--- src/rtl/uart_pkg.sv ---
// Shared UART encodings: config fields, FSM states, oversampling and stop-length helpers.
package uart_pkg;
  localparam logic [1:0] DBIT_5 = 2'b00, DBIT_6 = 2'b01, DBIT_7 = 2'b10, DBIT_8 = 2'b11;
  localparam logic [1:0] PAR_NONE = 2'b00, PAR_EVEN = 2'b01, PAR_ODD = 2'b10;
  localparam logic [1:0] STOP_1 = 2'b00, STOP_1P5 = 2'b01, STOP_2 = 2'b10;

  localparam logic [2:0] ST_IDLE   = 3'd0;
  localparam logic [2:0] ST_START  = 3'd1;
  localparam logic [2:0] ST_DATA   = 3'd2;
  localparam logic [2:0] ST_PARITY = 3'd3;
  localparam logic [2:0] ST_STOP   = 3'd4;

  localparam int OVS = 16;

  // Index of the last data bit: 5..8 bits map to 4..7.
  function automatic logic [2:0] last_bit(input logic [1:0] dbit);
    return {1'b1, dbit};
  endfunction

  function automatic logic par_on(input logic [1:0] par);
    return (par == PAR_EVEN) || (par == PAR_ODD);
  endfunction

  function automatic int stop_ticks(input logic [1:0] stop);
    case (stop)
      STOP_1:   return OVS;
      STOP_1P5: return OVS + OVS / 2;
      default:  return 2 * OVS;
    endcase
  endfunction

  function automatic logic par_bit(input logic [7:0] d, input logic [1:0] dbit,
                                   input logic [1:0] par);
    logic [7:0] mask;
    mask = 8'hFF >> (2'd3 - dbit);
    return (^(d & mask)) ^ (par == PAR_ODD);
  endfunction
endpackage

--- src/rtl/fifo_unit.sv ---
// Generic FIFO with combinational head; write-when-full ignored unless a pop happens in the same cycle.
module fifo_unit #(
  parameter int DATA_WIDTH = 8,
  parameter int ADDR_WIDTH = 2
) (
  input  logic                  i_clk,
  input  logic                  i_rst_n,
  input  logic                  i_wr,
  input  logic                  i_rd,
  input  logic [DATA_WIDTH-1:0] i_w_data,
  output logic [DATA_WIDTH-1:0] o_r_data,
  output logic                  o_empty,
  output logic                  o_full
);
  logic [DATA_WIDTH-1:0] r_mem [2**ADDR_WIDTH];
  logic [ADDR_WIDTH:0]   r_wptr, r_rptr;
  logic                  w_do_wr, w_do_rd;

  // Extra pointer MSB distinguishes full from empty when the indices match.
  assign o_empty  = (r_wptr == r_rptr);
  assign o_full   = (r_wptr[ADDR_WIDTH] != r_rptr[ADDR_WIDTH]) &&
                    (r_wptr[ADDR_WIDTH-1:0] == r_rptr[ADDR_WIDTH-1:0]);
  assign w_do_rd  = i_rd && !o_empty;
  assign w_do_wr  = i_wr && (!o_full || i_rd);
  assign o_r_data = r_mem[r_rptr[ADDR_WIDTH-1:0]];

  always_ff @(posedge i_clk) begin
    if (w_do_wr) r_mem[r_wptr[ADDR_WIDTH-1:0]] <= i_w_data;
  end

  always_ff @(posedge i_clk or negedge i_rst_n) begin
    if (!i_rst_n) begin
      r_wptr <= '0;
      r_rptr <= '0;
    end else begin
      if (w_do_wr) r_wptr <= r_wptr + 1'b1;
      if (w_do_rd) r_rptr <= r_rptr + 1'b1;
    end
  end
endmodule

--- src/rtl/uart_frame_rx.sv ---
// RX framer: start-bit glitch rejection, mid-bit sampling, parity/framing check.
// o_done pulses one clock after the stop sample; no backpressure (the caller handles overrun).
module uart_frame_rx
  import uart_pkg::*;
(
  input  logic       i_clk,
  input  logic       i_rst_n,
  input  logic       i_tick,
  input  logic       i_rx,
  input  logic [1:0] i_cfg_dbit,
  input  logic [1:0] i_cfg_par,
  output logic       o_done,
  output logic [7:0] o_data,
  output logic       o_perr,
  output logic       o_ferr
);
  logic [2:0] r_st;
  logic [3:0] r_s;
  logic [2:0] r_n;
  logic [7:0] r_b;
  logic       r_pbit;
  logic [1:0] r_dbit, r_par;
  logic [7:0] w_data;

  // Bits shift in from the MSB, so short frames need right-aligning.
  assign w_data = r_b >> (2'd3 - r_dbit);

  always_ff @(posedge i_clk or negedge i_rst_n) begin
    if (!i_rst_n) begin
      r_st <= ST_IDLE; r_s <= '0; r_n <= '0; r_b <= '0; r_pbit <= 1'b0;
      r_dbit <= '0; r_par <= '0;
      o_done <= 1'b0; o_data <= '0; o_perr <= 1'b0; o_ferr <= 1'b0;
    end else begin
      o_done <= 1'b0;
      case (r_st)
        ST_IDLE: if (!i_rx) begin
          r_st <= ST_START; r_s <= '0; r_n <= '0;
          r_dbit <= i_cfg_dbit; r_par <= i_cfg_par;
        end
        ST_START: if (i_tick) begin
          if (r_s == 4'd7) begin
            r_s  <= '0;
            r_st <= i_rx ? ST_IDLE : ST_DATA;
          end else r_s <= r_s + 1'b1;
        end
        ST_DATA: if (i_tick) begin
          if (r_s == 4'(OVS - 1)) begin
            r_s <= '0;
            r_b <= {i_rx, r_b[7:1]};
            if (r_n == last_bit(r_dbit)) r_st <= par_on(r_par) ? ST_PARITY : ST_STOP;
            else r_n <= r_n + 1'b1;
          end else r_s <= r_s + 1'b1;
        end
        ST_PARITY: if (i_tick) begin
          if (r_s == 4'(OVS - 1)) begin
            r_s <= '0; r_pbit <= i_rx; r_st <= ST_STOP;
          end else r_s <= r_s + 1'b1;
        end
        ST_STOP: if (i_tick) begin
          if (r_s == 4'(OVS - 1)) begin
            r_st   <= ST_IDLE;
            o_done <= 1'b1;
            o_data <= w_data;
            o_ferr <= !i_rx;
            o_perr <= par_on(r_par) && (r_pbit != par_bit(w_data, r_dbit, r_par));
          end else r_s <= r_s + 1'b1;
        end
        default: r_st <= ST_IDLE;
      endcase
    end
  end
endmodule

--- src/rtl/uart_unit_cfg.sv ---
// Configurable UART: baud tick, TX FSM, RX framer, TX/RX FIFOs and sticky error flags.
// TX starts one clock after its FIFO goes non-empty; RX overrun drops the new word and sets st_ovr.
module uart_unit_cfg
  import uart_pkg::*;
#(
  parameter int FIFO_W = 2,
  parameter int SB_MAX = 32
) (
  input  logic        clk,
  input  logic        reset_n,
  input  logic [10:0] dvsr,
  input  logic [1:0]  cfg_dbit,
  input  logic [1:0]  cfg_par,
  input  logic [1:0]  cfg_stop,
  input  logic        wr_uart,
  input  logic [7:0]  w_data,
  input  logic        rd_uart,
  input  logic        clr_err,
  input  logic        rx,
  output logic        tx,
  output logic [7:0]  r_data,
  output logic [1:0]  r_err,
  output logic        tx_full,
  output logic        tx_idle,
  output logic        rx_empty,
  output logic        st_perr,
  output logic        st_ferr,
  output logic        st_ovr
);
  localparam int SW = $clog2(SB_MAX);

  logic [10:0]   r_tick_cnt;
  logic          w_tick;
  logic [2:0]    r_tx_st;
  logic [SW-1:0] r_tx_s;
  logic [2:0]    r_tx_n;
  logic [7:0]    r_tx_b;
  logic          r_tx_pbit;
  logic [1:0]    r_tx_dbit, r_tx_par, r_tx_stop;
  logic [7:0]    w_txf_dat;
  logic          w_txf_empty, w_tx_pop, w_tx;
  logic          w_rx_done, w_rx_perr, w_rx_ferr, w_rxf_full, w_ovr;
  logic [7:0]    w_rx_data;
  logic [9:0]    w_rxf_dat;
  logic          r_st_perr, r_st_ferr, r_st_ovr;

  assign w_tick = (r_tick_cnt == dvsr);

  always_ff @(posedge clk or negedge reset_n) begin
    if (!reset_n) r_tick_cnt <= '0;
    else          r_tick_cnt <= w_tick ? '0 : r_tick_cnt + 1'b1;
  end

  always_ff @(posedge clk or negedge reset_n) begin
    if (!reset_n) begin
      r_tx_st <= ST_IDLE; r_tx_s <= '0; r_tx_n <= '0; r_tx_b <= '0; r_tx_pbit <= 1'b0;
      r_tx_dbit <= '0; r_tx_par <= '0; r_tx_stop <= '0;
    end else begin
      case (r_tx_st)
        ST_IDLE: if (!w_txf_empty) begin
          r_tx_st <= ST_START; r_tx_s <= '0; r_tx_n <= '0; r_tx_b <= w_txf_dat;
          r_tx_dbit <= cfg_dbit; r_tx_par <= cfg_par; r_tx_stop <= cfg_stop;
          r_tx_pbit <= par_bit(w_txf_dat, cfg_dbit, cfg_par);
        end
        ST_START: if (w_tick) begin
          if (r_tx_s == SW'(OVS - 1)) begin r_tx_s <= '0; r_tx_st <= ST_DATA; end
          else r_tx_s <= r_tx_s + 1'b1;
        end
        ST_DATA: if (w_tick) begin
          if (r_tx_s == SW'(OVS - 1)) begin
            r_tx_s <= '0;
            r_tx_b <= r_tx_b >> 1;
            if (r_tx_n == last_bit(r_tx_dbit)) r_tx_st <= par_on(r_tx_par) ? ST_PARITY : ST_STOP;
            else r_tx_n <= r_tx_n + 1'b1;
          end else r_tx_s <= r_tx_s + 1'b1;
        end
        ST_PARITY: if (w_tick) begin
          if (r_tx_s == SW'(OVS - 1)) begin r_tx_s <= '0; r_tx_st <= ST_STOP; end
          else r_tx_s <= r_tx_s + 1'b1;
        end
        ST_STOP: if (w_tick) begin
          if (w_tx_pop) r_tx_st <= ST_IDLE;
          else r_tx_s <= r_tx_s + 1'b1;
        end
        default: r_tx_st <= ST_IDLE;
      endcase
    end
  end

  // Head word leaves the FIFO on the tick that ends the stop period.
  assign w_tx_pop = (r_tx_st == ST_STOP) && w_tick &&
                    (r_tx_s == SW'(stop_ticks(r_tx_stop) - 1));

  always_comb begin
    w_tx = 1'b1;
    case (r_tx_st)
      ST_START:  w_tx = 1'b0;
      ST_DATA:   w_tx = r_tx_b[0];
      ST_PARITY: w_tx = r_tx_pbit;
      default:   w_tx = 1'b1;
    endcase
  end

  assign tx      = w_tx;
  assign tx_idle = w_txf_empty && (r_tx_st == ST_IDLE);

  fifo_unit #(.DATA_WIDTH(8), .ADDR_WIDTH(FIFO_W)) u_tx_fifo (
    .i_clk(clk), .i_rst_n(reset_n), .i_wr(wr_uart), .i_rd(w_tx_pop), .i_w_data(w_data),
    .o_r_data(w_txf_dat), .o_empty(w_txf_empty), .o_full(tx_full)
  );

  uart_frame_rx u_rx (
    .i_clk(clk), .i_rst_n(reset_n), .i_tick(w_tick), .i_rx(rx),
    .i_cfg_dbit(cfg_dbit), .i_cfg_par(cfg_par),
    .o_done(w_rx_done), .o_data(w_rx_data), .o_perr(w_rx_perr), .o_ferr(w_rx_ferr)
  );

  fifo_unit #(.DATA_WIDTH(10), .ADDR_WIDTH(FIFO_W)) u_rx_fifo (
    .i_clk(clk), .i_rst_n(reset_n), .i_wr(w_rx_done), .i_rd(rd_uart),
    .i_w_data({w_rx_ferr, w_rx_perr, w_rx_data}),
    .o_r_data(w_rxf_dat), .o_empty(rx_empty), .o_full(w_rxf_full)
  );

  assign r_data = rx_empty ? 8'h00 : w_rxf_dat[7:0];
  assign r_err  = rx_empty ? 2'b00 : w_rxf_dat[9:8];
  assign w_ovr  = w_rx_done && w_rxf_full && !rd_uart;

  // Set has priority over clr_err so a coincident error is never lost.
  always_ff @(posedge clk or negedge reset_n) begin
    if (!reset_n) begin
      r_st_perr <= 1'b0; r_st_ferr <= 1'b0; r_st_ovr <= 1'b0;
    end else begin
      r_st_perr <= (r_st_perr && !clr_err) || (w_rx_done && w_rx_perr);
      r_st_ferr <= (r_st_ferr && !clr_err) || (w_rx_done && w_rx_ferr);
      r_st_ovr  <= (r_st_ovr  && !clr_err) || w_ovr;
    end
  end

  assign st_perr = r_st_perr;
  assign st_ferr = r_st_ferr;
  assign st_ovr  = r_st_ovr;
endmodule

--- config.mk ---
export PLATFORM = sky130hd
export DESIGN_NAME = uart_unit_cfg
export DESIGN_NICKNAME = d
export VERILOG_FILES = /design/src/rtl/uart_pkg.sv /design/src/rtl/fifo_unit.sv /design/src/rtl/uart_frame_rx.sv /design/src/rtl/uart_unit_cfg.sv
export SDC_FILE = /design/constraint.sdc
export NUM_CORES = 1
export LEC_CHECK = 0
export CAP_MARGIN = 40
export CORE_MARGIN = 2
export CORE_UTILIZATION = 35
export CTS_BUF_LIST = sky130_fd_sc_hd__clkbuf_4
export DETAILED_ROUTE_END_ITERATION = 10
export DONT_BUFFER_PORTS = 1
export PLACE_DENSITY = 0.61
export RECOVER_POWER = 25
export SYNTH_ARGS = -nofsm -noshare
export SYNTH_HDL_FRONTEND = slang
export SYNTH_SLANG_ARGS = --single-unit
--- constraint.sdc ---
create_clock -name clk -period 2.65 [get_ports clk]
set_input_delay 0.53 -clock clk [delete_from_list [all_inputs] [get_ports clk]]
set_output_delay 0.53 -clock clk [all_outputs]
set_load 0.005 [all_outputs]
==> results.toml, run 1 <==
[cells_and_area]
fillers = 1993
final_nets = 653
postLayoutCoreUtil = 0.3977
area_growth_syn_to_layout_pct = 11.05
drive_gt1_frac = 0.2188
antenna_cells = 0

[routing]
drt.antenna.violating_nets = 0
dr_total_vias = 4429
drc_errors = 0
drt-pass1-iter-count = 4
drtIter0Drc = 232
drt_wl_total_um = 13520
viasPerCell = 4.965
routedWlPerCell_um = 15.16

[critical_path]
cp.required_ns = 2.12
start_kind = "register"
crit_type = "reg -> out"
path_max_fanout = 11
cpPeakStageDelay_ns = 0.39
slowest_stage = "dfrtp_1"
worstSetupEndpointType = "output port"
reg2reg_depth = 7
crit_top_cell = "buf_4"
worstPathCellList = "buf_4 > xnor2_1 > nand3_1 > nor4_1 > buf_4"
crit_arrival_ns = 1.92

[logic_synthesis]
synth_edf_count = 72
synthArstFlopShare = 0.5443
ys_top_cells_by_area = "edfxtp_1, dfrtp_1, mux4_2"
synth.avg_cell_area_um2 = 13.27
ys_seq_elements = 158
seq_area_frac_synth = 0.5712
ys.flop_type = "dfrtp_1"
netlist_area_um2 = 7552
synth.distinct_cells = 57
synthCells = 569
yosysWarnings = 0
netlist.top_cell.by_area = "edfxtp_1"
netlist.area_leader.share = 0.2863
mappedNetlistNets = 618

[cts]
htreeDepth = 4
insertion_delay_ns = 0.56
clk_pin_slew_worst_paths_ns = 0.16
clock-sinks = 158
cts.root.buffer_cell = "clkbuf_4"
clockBufferDepth = 2
numCtsBuffers = 17
tritoncts = "yes"

[power]
p_sw_mw = 2.074
clock_power_share = 0.229
power_density_nw_per_um2 = 732.5
p_comb_frac = 0.251
sw_frac_of_total = 0.3376
p_leak_nw = 3.338
max-vdd-ir-drop_mv = 0.3981
p_int_mw = 4.069
p_seq_frac = 0.520

[sta]
clock-skew-final_ns = 0.02398
period_minus_slack_ns = 2.454
tightest_slew_ns = 1.194
finalSetupViolations = 0
drv_slew = 0
min_period_over_period = 0.9261
slew_headroom = 0.2039
rsz0062_at_grt = "no"
fmax_mhz = 407.5
fin_setup_tns_ns = 0
hold_violations = 0

[grt]
antenna_found_initial = 0
grt_use_total = 0.1264
overflow = 0
grt_max_degree = 87
grt_pass1_vias = 4569
grt_pass1_wl_um = 22580

[die]
io_pins = 48
rows = 53
core_um2 = 21090
dieWidth_um = 150.9
design.die.area_um2 = 22770
initial_core_util = 0.3581
dieHeight_um = 150.9

[job]
cap_viol_max_count = 0

[worst_hold_path]
hp-class = "in -> reg"
hold_depth = 1

[placed_design]
gp_congestion = 0.8038
io_buffers = 0
hpwl_um = 9754

[run_status]
outcome = "complete, no violations"
## critical path, delay by kind of cell, from the launching register on
family,cells,cell delay (ns)
buffers and inverters,2,0.39
and+or+nand+nor,2,0.35
xor gates and xnor gates,1,0.24
DFF,1,0.39
## layout by cell type (no fill, tap or decap), types with 4 or more instances in the layout
cell type / Yosys / final
edfxtp_1: 72 / 72
mux2_2: 38 / 38
and2_1: 5 / 5
inv_1: 25 / 25
clkbuf_4: 0 / 18
dfrtp_1: 86 / 85
nor2b_1: 12 / 12
dlygate4sd3_1: 0 / 12
xor2_1: 21 / 21
nand3_1: 18 / 18
inv_6: 0 / 5
mux2i_1: 8 / 8
mux4_2: 21 / 21
inv_8: 0 / 5
nand2_1: 28 / 28
nand4_1: 6 / 6
a31oi_1: 4 / 4
and3_1: 9 / 9
nor2_1: 33 / 33
nand2b_1: 5 / 5
ha_1: 18 / 18
mux2_4: 7 / 7
o31ai_1: 4 / 4
buf_4: 1 / 25
o21ai_0: 30 / 30
nor3_1: 9 / 9
a21oi_1: 8 / 8
xnor2_1: 33 / 33
## flip-flops by register name, summed over array words and instances, names as in the netlist, 4 cells and up
register / cells
u_rx.o_data: 8
r_tx_s: 5
u_rx.r_b: 8
r_tick_cnt: 11
u_rx_fifo.r_mem: 40
u_rx.r_s: 4
u_tx_fifo.r_mem: 32
r_tx_b: 8
## metal layers
metal	vias to the layer above	GRT usage	share of wire
li1	2156	-	-
met1	2195	0.1503	0.44
met2	71	0.2202	0.52
met3	7	0.03825	0.042
met4	0	0.03925	0.0070
met5	-	0	0
## kinds of logic (layout without fill, tap and decap cells)
| kind of cell | Yosys count | in the layout | synth area share |
|---|---|---|---|
| XOR/XNOR | 54 | 54 | 0.06263 |
| AND/OR/NAND/NOR | 147 | 147 | 0.1035 |
| adder cells (fa/ha/maj) | 18 | 18 | 0.02982 |
| buffers and inverters | 47 | 95 | 0.02551 |
| AO/OA/AOI/OAI | 69 | 69 | 0.06047 |
| multiplexers | 76 | 76 | 0.1468 |
| flip-flops | 158 | 158 | 0.5712 |
## layout make-up
class                      instances  area [um2]  area share
clock buffer                      17       127.6     0.01522
clock inverter                    15       145.1     0.01731
inverter                          25       93.84     0.01119
multi-input combinational        364        3045      0.3631
sequential                       158        4315      0.5145
tap                              275       344.1     0.04103
timing repair buffer              38       315.3     0.03760
## timing repair
item | in CTS | in global routing
setup endpoints to repair | 0 | 1
setup buffers | 0 | 0
hold endpoints to repair | 89 | 30
gates resized for setup | 0 | 1
hold buffers | 5 | 8
## synth_stat cells, types with 12 or more instances
library cell / count
dfrtp_1: 86
nand3_1: 18
ha_1: 18
clkbuf_1: 14
edfxtp_1: 72
xor2_1: 21
mux4_2: 21
o21ai_0: 30
nor2_1: 33
nor2b_1: 12
mux2_2: 38
xnor2_1: 33
inv_1: 25
nand2_1: 28
## worst paths after layout
check / from / end / slack, ns
max: u_tx_fifo.r_rptr[0] / tx_idle / 0.20
min: clr_err / st_ovr / 0.06
max reg2reg: r_tick_cnt[7] / r_tx_n[0] / 0.21
min reg2reg: u_rx_fifo.r_rptr[2] / u_rx_fifo.r_rptr[2] / 0.50
max in group asynchronous: reset_n / u_tx_fifo.r_rptr[1] / 1.02
min in group asynchronous: reset_n / u_rx.r_s[3] / 0.77
## power groups by stage
stage	Combinational, mW	Sequential (mW)	Clock [mW]
floorplan	1.34	3.09	0
global placement	1.49	3.24	0
detailed placement	1.52	3.25	0
CTS	1.57	3.20	1.46
global route	1.74	3.25	1.56
finish	1.54	3.20	1.40
## metrics by stage
step                      hold WS (ns)  power [mW]  instances  area, um2  worst slack, ns
after floorplan                 0.2344       4.429        569       7552           0.2074
after global placement          0.2386       4.726        843       7955           0.2389
after detailed placement        0.2387       4.779        847       7985           0.1354
after CTS                     0.001413       6.228        884       8325          0.08270
after global routing          0.008656       6.554        892       8387          0.01260
final                          0.05809       6.143        892       8387           0.1959
Note: power is estimated with default switching activity, not from simulation.
==> run 2: changes to the inputs <==
--- a/config.mk
+++ b/config.mk
@@ -5,6 +5,7 @@
 export SDC_FILE = /design/constraint.sdc
 export NUM_CORES = 1
 export LEC_CHECK = 0
+export ABC_AREA = 1
 export CAP_MARGIN = 40
 export CORE_MARGIN = 2
 export CORE_UTILIZATION = 35
==> results.toml, run 2 <==
[sta]
period_minus_slack_ns = 2.422
slew_headroom = 0.2103
rsz0062_at_grt = "no"
min_period_over_period = 0.9141
tightest_slew_ns = 1.185
fin_setup_tns_ns = 0
drv_slew = 0
hold_violations = 0
fmax_mhz = 412.8
clock-skew-final_ns = 0.02540
finalSetupViolations = 0

[die]
rows = 54
core_um2 = 21960
io_pins = 48
initial_core_util = 0.3588
dieHeight_um = 154.0
dieWidth_um = 154.0
design.die.area_um2 = 23730

[critical_path]
cp.required_ns = 2.12
start_kind = "register"
worstSetupEndpointType = "output port"
r2r-start = "r_tx_st[1]"
path_max_fanout = 21
r2r_end = "u_tx_fifo.r_mem[2][5]"
setup.worst_path.start = "u_rx_fifo.r_rptr[0]"
reg2reg_depth = 10
crit_type = "reg -> out"
r2r_slack_ns = 0.42
crit_arrival_ns = 1.89

[logic_synthesis]
synth_edf_count = 72
seq_area_frac_synth = 0.5476
mappedNetlistNets = 950
netlist_area_um2 = 7879
ys_top_cells_by_count = "nand2_1, inv_1, dfrtp_1"
netlist.area_leader.share = 0.2744
synthCells = 901
ys.flop_type = "dfrtp_1"
synth.distinct_cells = 44
ys_top_cells_by_area = "edfxtp_1, dfrtp_1, nand2_1"
netlist.top_cell.by_area = "edfxtp_1"
synthArstFlopShare = 0.5443
synth.avg_cell_area_um2 = 8.745
ys_seq_elements = 158
yosysMostFrequentCell = "nand2_1"
yosysWarnings = 0

[cts]
htreeDepth = 4
clk_pin_slew_worst_paths_ns = 0.15
numCtsBuffers = 17
post_cts_buffers = 0
clockBufferDepth = 2
clock-sinks = 158
insertion_delay_ns = 0.56
tritoncts = "yes"
cts.root.buffer_cell = "clkbuf_4"

[routing]
dr_total_vias = 5708
routedWlPerCell_um = 12.76
viasPerCell = 4.671
drt-pass1-iter-count = 5
drt.antenna.violating_nets = 0
drt_wl_total_um = 15600
drtIter0Drc = 368
drc_errors = 0

[grt]
busiest_layer = "met2"
overflow = 0
grt_use_total = 0.1364
grt.met2_usage = 0.2321
grt_pass1_wl_um = 26100
use_met3 = 0.03269
grt_util_met1 = 0.1733
antenna_found_initial = 1
grt_max_degree = 87
grt_pass1_vias = 5348

[placed_design]
gp_congestion = 0.8082
place_area_um2 = 8234
hpwl_um = 11040
io_buffers = 0

[worst_hold_path]
hp-class = "in -> reg"
whs_endpoint = "u_tx_fifo.r_mem[2][5]"
hold_path.startpoint = "w_data[5]"
hold_depth = 0

[cells_and_area]
area_growth_syn_to_layout_pct = 9.719
postLayoutCoreUtil = 0.3937
layout_common_cells = "nand2_1, inv_1, dfrtp_1"
largest_reg_flops = 40
fin_area_um2 = 8645
drive_gt1_frac = 0.07766
final_nets = 976
layout_commonest_cell = "nand2_1"

[power]
p_comb_frac = 0.377
p_sw_mw = 3.281
p_int_mw = 4.491
clock_power_share = 0.184
p_seq_frac = 0.439
power_density_nw_per_um2 = 899.0
max-vdd-ir-drop_mv = 0.3858
p_leak_nw = 3.883
sw_frac_of_total = 0.4222
p_total_mw = 7.771

[run_status]
outcome = "complete, no violations"

[job]
cap_viol_max_count = 0
[run 2: cell count changes after synthesis, moves of 32 or more]
cell	delta
nand2_1	+235
inv_1	+85
o21ai_0	+52
nor2_1	+42
mux2_2	-37
nand3_1	+32
[run 2: what timing repair did]
item	4_1_cts	5_1_grt
endpoints found under the setup margin	0	0
resized for setup	0	0
endpoints found under the hold margin	102	5
hold buffers	10	3
[run 2: cells by family after synthesis]
kind of cell / after synthesis / synth area share
compound gates: 132 / 0.09402
xor+xnor: 32 / 0.03557
fa+ha+maj: 18 / 0.02859
buf+inv: 136 / 0.06924
flops: 158 / 0.5476
mux: 2 / 0.002700
simple gates: 423 / 0.2223
[run 2: metal layers]
layer,share of wire,vias to the layer above
met4,0.012,0
met2,0.49,81
met5,0,-
met3,0.030,17
met1,0.47,2630
li1,-,2980
[run 2: final cells by class]
cell class                      instances  area (um2)
Fill cell                            2187       13310
Clock inverter                         14       142.6
Sequential cell                       158        4314
Timing Repair Buffer                   29       247.7
Inverter                              114       430.4
Antenna cell                            2       5.005
Tap cell                              280       350.3
Clock buffer                           18       135.1
Multi-Input combinational cell        607        3019
[run 2: critical path: stages, from the launching register on]
cell	delay (ns)
dfrtp_1	0.43
inv_1	0.08
buf_4	0.25
nor2_1	0.07
o32ai_1	0.32
nand2_1	0.09
inv_1	0.08
[run 2: power by group through the flow]
| stage | sequential [mW] | combinational, mW | clock [mW] |
|---|---|---|---|
| 4_1_cts | 3.41 | 2.96 | 1.48 |
| 2_1_floorplan | 3.34 | 2.38 | 0 |
| 3_3_place_gp | 3.46 | 2.84 | 0 |
| 5_1_grt | 3.48 | 3.41 | 1.57 |
| 6_report | 3.42 | 2.93 | 1.43 |
| 3_5_place_dp | 3.46 | 2.91 | 0 |
[run 2: worst max-delay path by stage]
stage                            end  slack, ns  cells past startpoint
6_report                   r_data[7]       0.23                      6
5_1_grt                    r_data[4]      0.009                      6
4_1_cts                    r_data[3]       0.18                      6
3_5_place_dp             u_rx.r_b[4]       0.39                      7
2_1_floorplan  u_tx_fifo.r_mem[0][0]       0.57                      6
3_3_place_gp   u_tx_fifo.r_mem[3][0]       0.40                     10
[run 2: through the flow]
step	std cells	setup slack, ns	hold WS (ns)
3_3_place_gp	1173	0.4033	0.2421
3_5_place_dp	1175	0.3857	0.2414
5_1_grt	1222	0.008697	0.002958
2_1_floorplan	901	0.5749	0.2344
4_1_cts	1217	0.1769	0.0008375
6_report	1222	0.2277	0.06359
==> run 3: changes to the inputs <==
--- a/config.mk
+++ b/config.mk
@@ -10,6 +10,7 @@
 export CORE_MARGIN = 2
 export CORE_UTILIZATION = 35
 export CTS_BUF_LIST = sky130_fd_sc_hd__clkbuf_4
+export CTS_CLUSTER_SIZE = 28
 export DETAILED_ROUTE_END_ITERATION = 10
 export DONT_BUFFER_PORTS = 1
 export PLACE_DENSITY = 0.61
==> constraint.sdc (replaced) <==
create_clock -name clk -period 2.65 [get_ports clk]
set_input_delay 0.6625 -clock clk [delete_from_list [all_inputs] [get_ports clk]]
set_output_delay 0.6625 -clock clk [all_outputs]
set_load 0.005 [all_outputs]
==> results.toml, run 3 (synthesis results as in run 2) <==
[die]
core_um2 = 21960
dieWidth_um = 154.0
rows = 54
dieHeight_um = 154.0
io_pins = 48
design.die.area_um2 = 23730
initial_core_util = 0.3588

[routing]
drtIter0Drc = 311
routedWlPerCell_um = 12.72
drt.antenna.violating_nets = 0
viasPerCell = 4.659
dr_total_vias = 5665
drt_wl_total_um = 15470
drc_errors = 0
drt-pass1-iter-count = 5

[placed_design]
hpwl_um = 11220
place_area_um2 = 8279
io_buffers = 0
gp_congestion = 0.7674

[cells_and_area]
final_nets = 971
area_growth_syn_to_layout_pct = 9.020
layout_common_cells = "nand2_1, inv_1, dfrtp_1"
drive_gt1_frac = 0.08556
layout_commonest_cell = "nand2_1"
fillers = 2213
fin_area_um2 = 8589
postLayoutCoreUtil = 0.3912
largest_reg_flops = 40

[power]
p_int_mw = 4.602
p_seq_frac = 0.435
sw_frac_of_total = 0.4121
power_density_nw_per_um2 = 911.3
p_sw_mw = 3.226
p_comb_frac = 0.378
clock_power_share = 0.187
p_leak_nw = 3.875
p_total_mw = 7.828
max-vdd-ir-drop_mv = 0.3773

[cts]
cts.root.buffer_cell = "clkbuf_4"
clock-sinks = 158
post_cts_buffers = 0
htreeDepth = 4
clockBufferDepth = 2
tritoncts = "yes"
insertion_delay_ns = 0.56
numCtsBuffers = 17
clk_pin_slew_worst_paths_ns = 0.15

[sta]
rsz0062_at_grt = "no"
slew_headroom = 0.2204
fin_setup_tns_ns = 0
fmax_mhz = 405.8
tightest_slew_ns = 1.169
hold_violations = 0
fin_hold_ws_ns = 0.1811
clock-skew-final_ns = 0.02207
drv_slew = 0
finalSetupViolations = 0
min_period_over_period = 0.9299
period_minus_slack_ns = 2.464

[critical_path]
path_buf_inv = 3
path_depth = 6
slowest_stage = "dfrtp_1"
worstSetupEndpointType = "output port"
r2r_end = "u_tx_fifo.r_mem[3][3]"
start_kind = "register"
crit_type = "reg -> out"
worstPathCellList = "inv_1 > buf_6 > nor2_1 > o32ai_1 > nand2_1 > inv_1"
setup.worst_path.start = "u_rx_fifo.r_rptr[0]"
reg2reg_depth = 10
path_delay_family = "flip-flops"
path_max_fanout = 21
r2r-start = "r_tx_st[0]"
cp.required_ns = 1.99
crit_arrival_ns = 1.80
crit_top_cell = "inv_1"
r2r_slack_ns = 0.42
cpPeakStageDelay_ns = 0.42
endpoint = "r_data[5]"

[grt]
antenna_found_initial = 1
grt_use_total = 0.1382
grt_max_degree = 87
grt_pass1_vias = 5400
overflow = 0
grt_pass1_wl_um = 26390

[job]
cap_viol_max_count = 0

[worst_hold_path]
hp-class = "in -> reg"

[run_status]
outcome = "complete, no violations"
## run 3: worst reg2reg max path, stage by stage, from the launching register on
cell and delay (ns):
dfrtp_1 0.46, inv_1 0.11, nand2_2 0.07, nor2_2 0.13, nand3_1 0.08, nor2_1 0.21
nand3_1 0.21, nand2_1 0.13, nand2_1 0.19, nor2_1 0.17, buf_4 0.19
## run 3: worst min path at each step
stage	start	endpoint	slack, ns	cells past startpoint
after CTS	w_data[2]	u_tx_fifo.r_mem[0][2]	0.15	0
after global routing	w_data[1]	u_tx_fifo.r_mem[1][1]	0.14	0
after floorplan	reset_n	r_tick_cnt[0]	0.37	0
after global placement	reset_n	r_tx_stop[1]	0.37	0
after detailed placement	reset_n	r_tx_stop[1]	0.37	0
final	w_data[1]	u_tx_fifo.r_mem[1][1]	0.18	0
## run 3: cell type report
type / count / area, um2 / share of cell area
diodes: 1 / 2.502 / 0.0002913
clock buffers: 18 / 135.1 / 0.01573
clock inverters: 14 / 150.1 / 0.01748
inverters: 114 / 430.4 / 0.05011
multi-input cells: 607 / 3019 / 0.3515
flip-flops and latches: 158 / 4315 / 0.5024
well taps: 280 / 350.3 / 0.04079
repair buffers: 24 / 186.4 / 0.02170
## run 3: through the flow
stage	std cells	worst slack [ns]
after floorplan	901	0.4424
after global placement	1178	0.3376
after detailed placement	1181	0.2686
after CTS	1215	0.1006
after global routing	1216	0.03157
final	1216	0.1856
## run 3: power by group through the flow
| stage | clock network [mW] | logic, mW | registers [mW] |
|---|---|---|---|
| 6_report | 1.47 | 2.96 | 3.40 |
| 4_1_cts | 1.51 | 3.00 | 3.40 |
| 3_3_place_gp | 0 | 2.90 | 3.45 |
| 3_5_place_dp | 0 | 2.96 | 3.45 |
| 2_1_floorplan | 0 | 2.38 | 3.34 |
| 5_1_grt | 1.60 | 3.43 | 3.47 |
## run 3: metal layers
layer / global-route usage / wire, um / vias to the layer above
met3: 0.02678 / 548 / 14
met5: 0 / 0 / -
met1: 0.1853 / 7382 / 2590
met4: 0.04361 / 190 / 0
li1: - / - / 2970
met2: 0.2264 / 7349 / 91
## run 3: timing repair
action                                 in CTS  in global routing
endpoints found under the hold margin      86                  0
resized for setup                           1                  2
hold buffers                                2                  0
setup endpoints to repair                   1                  8
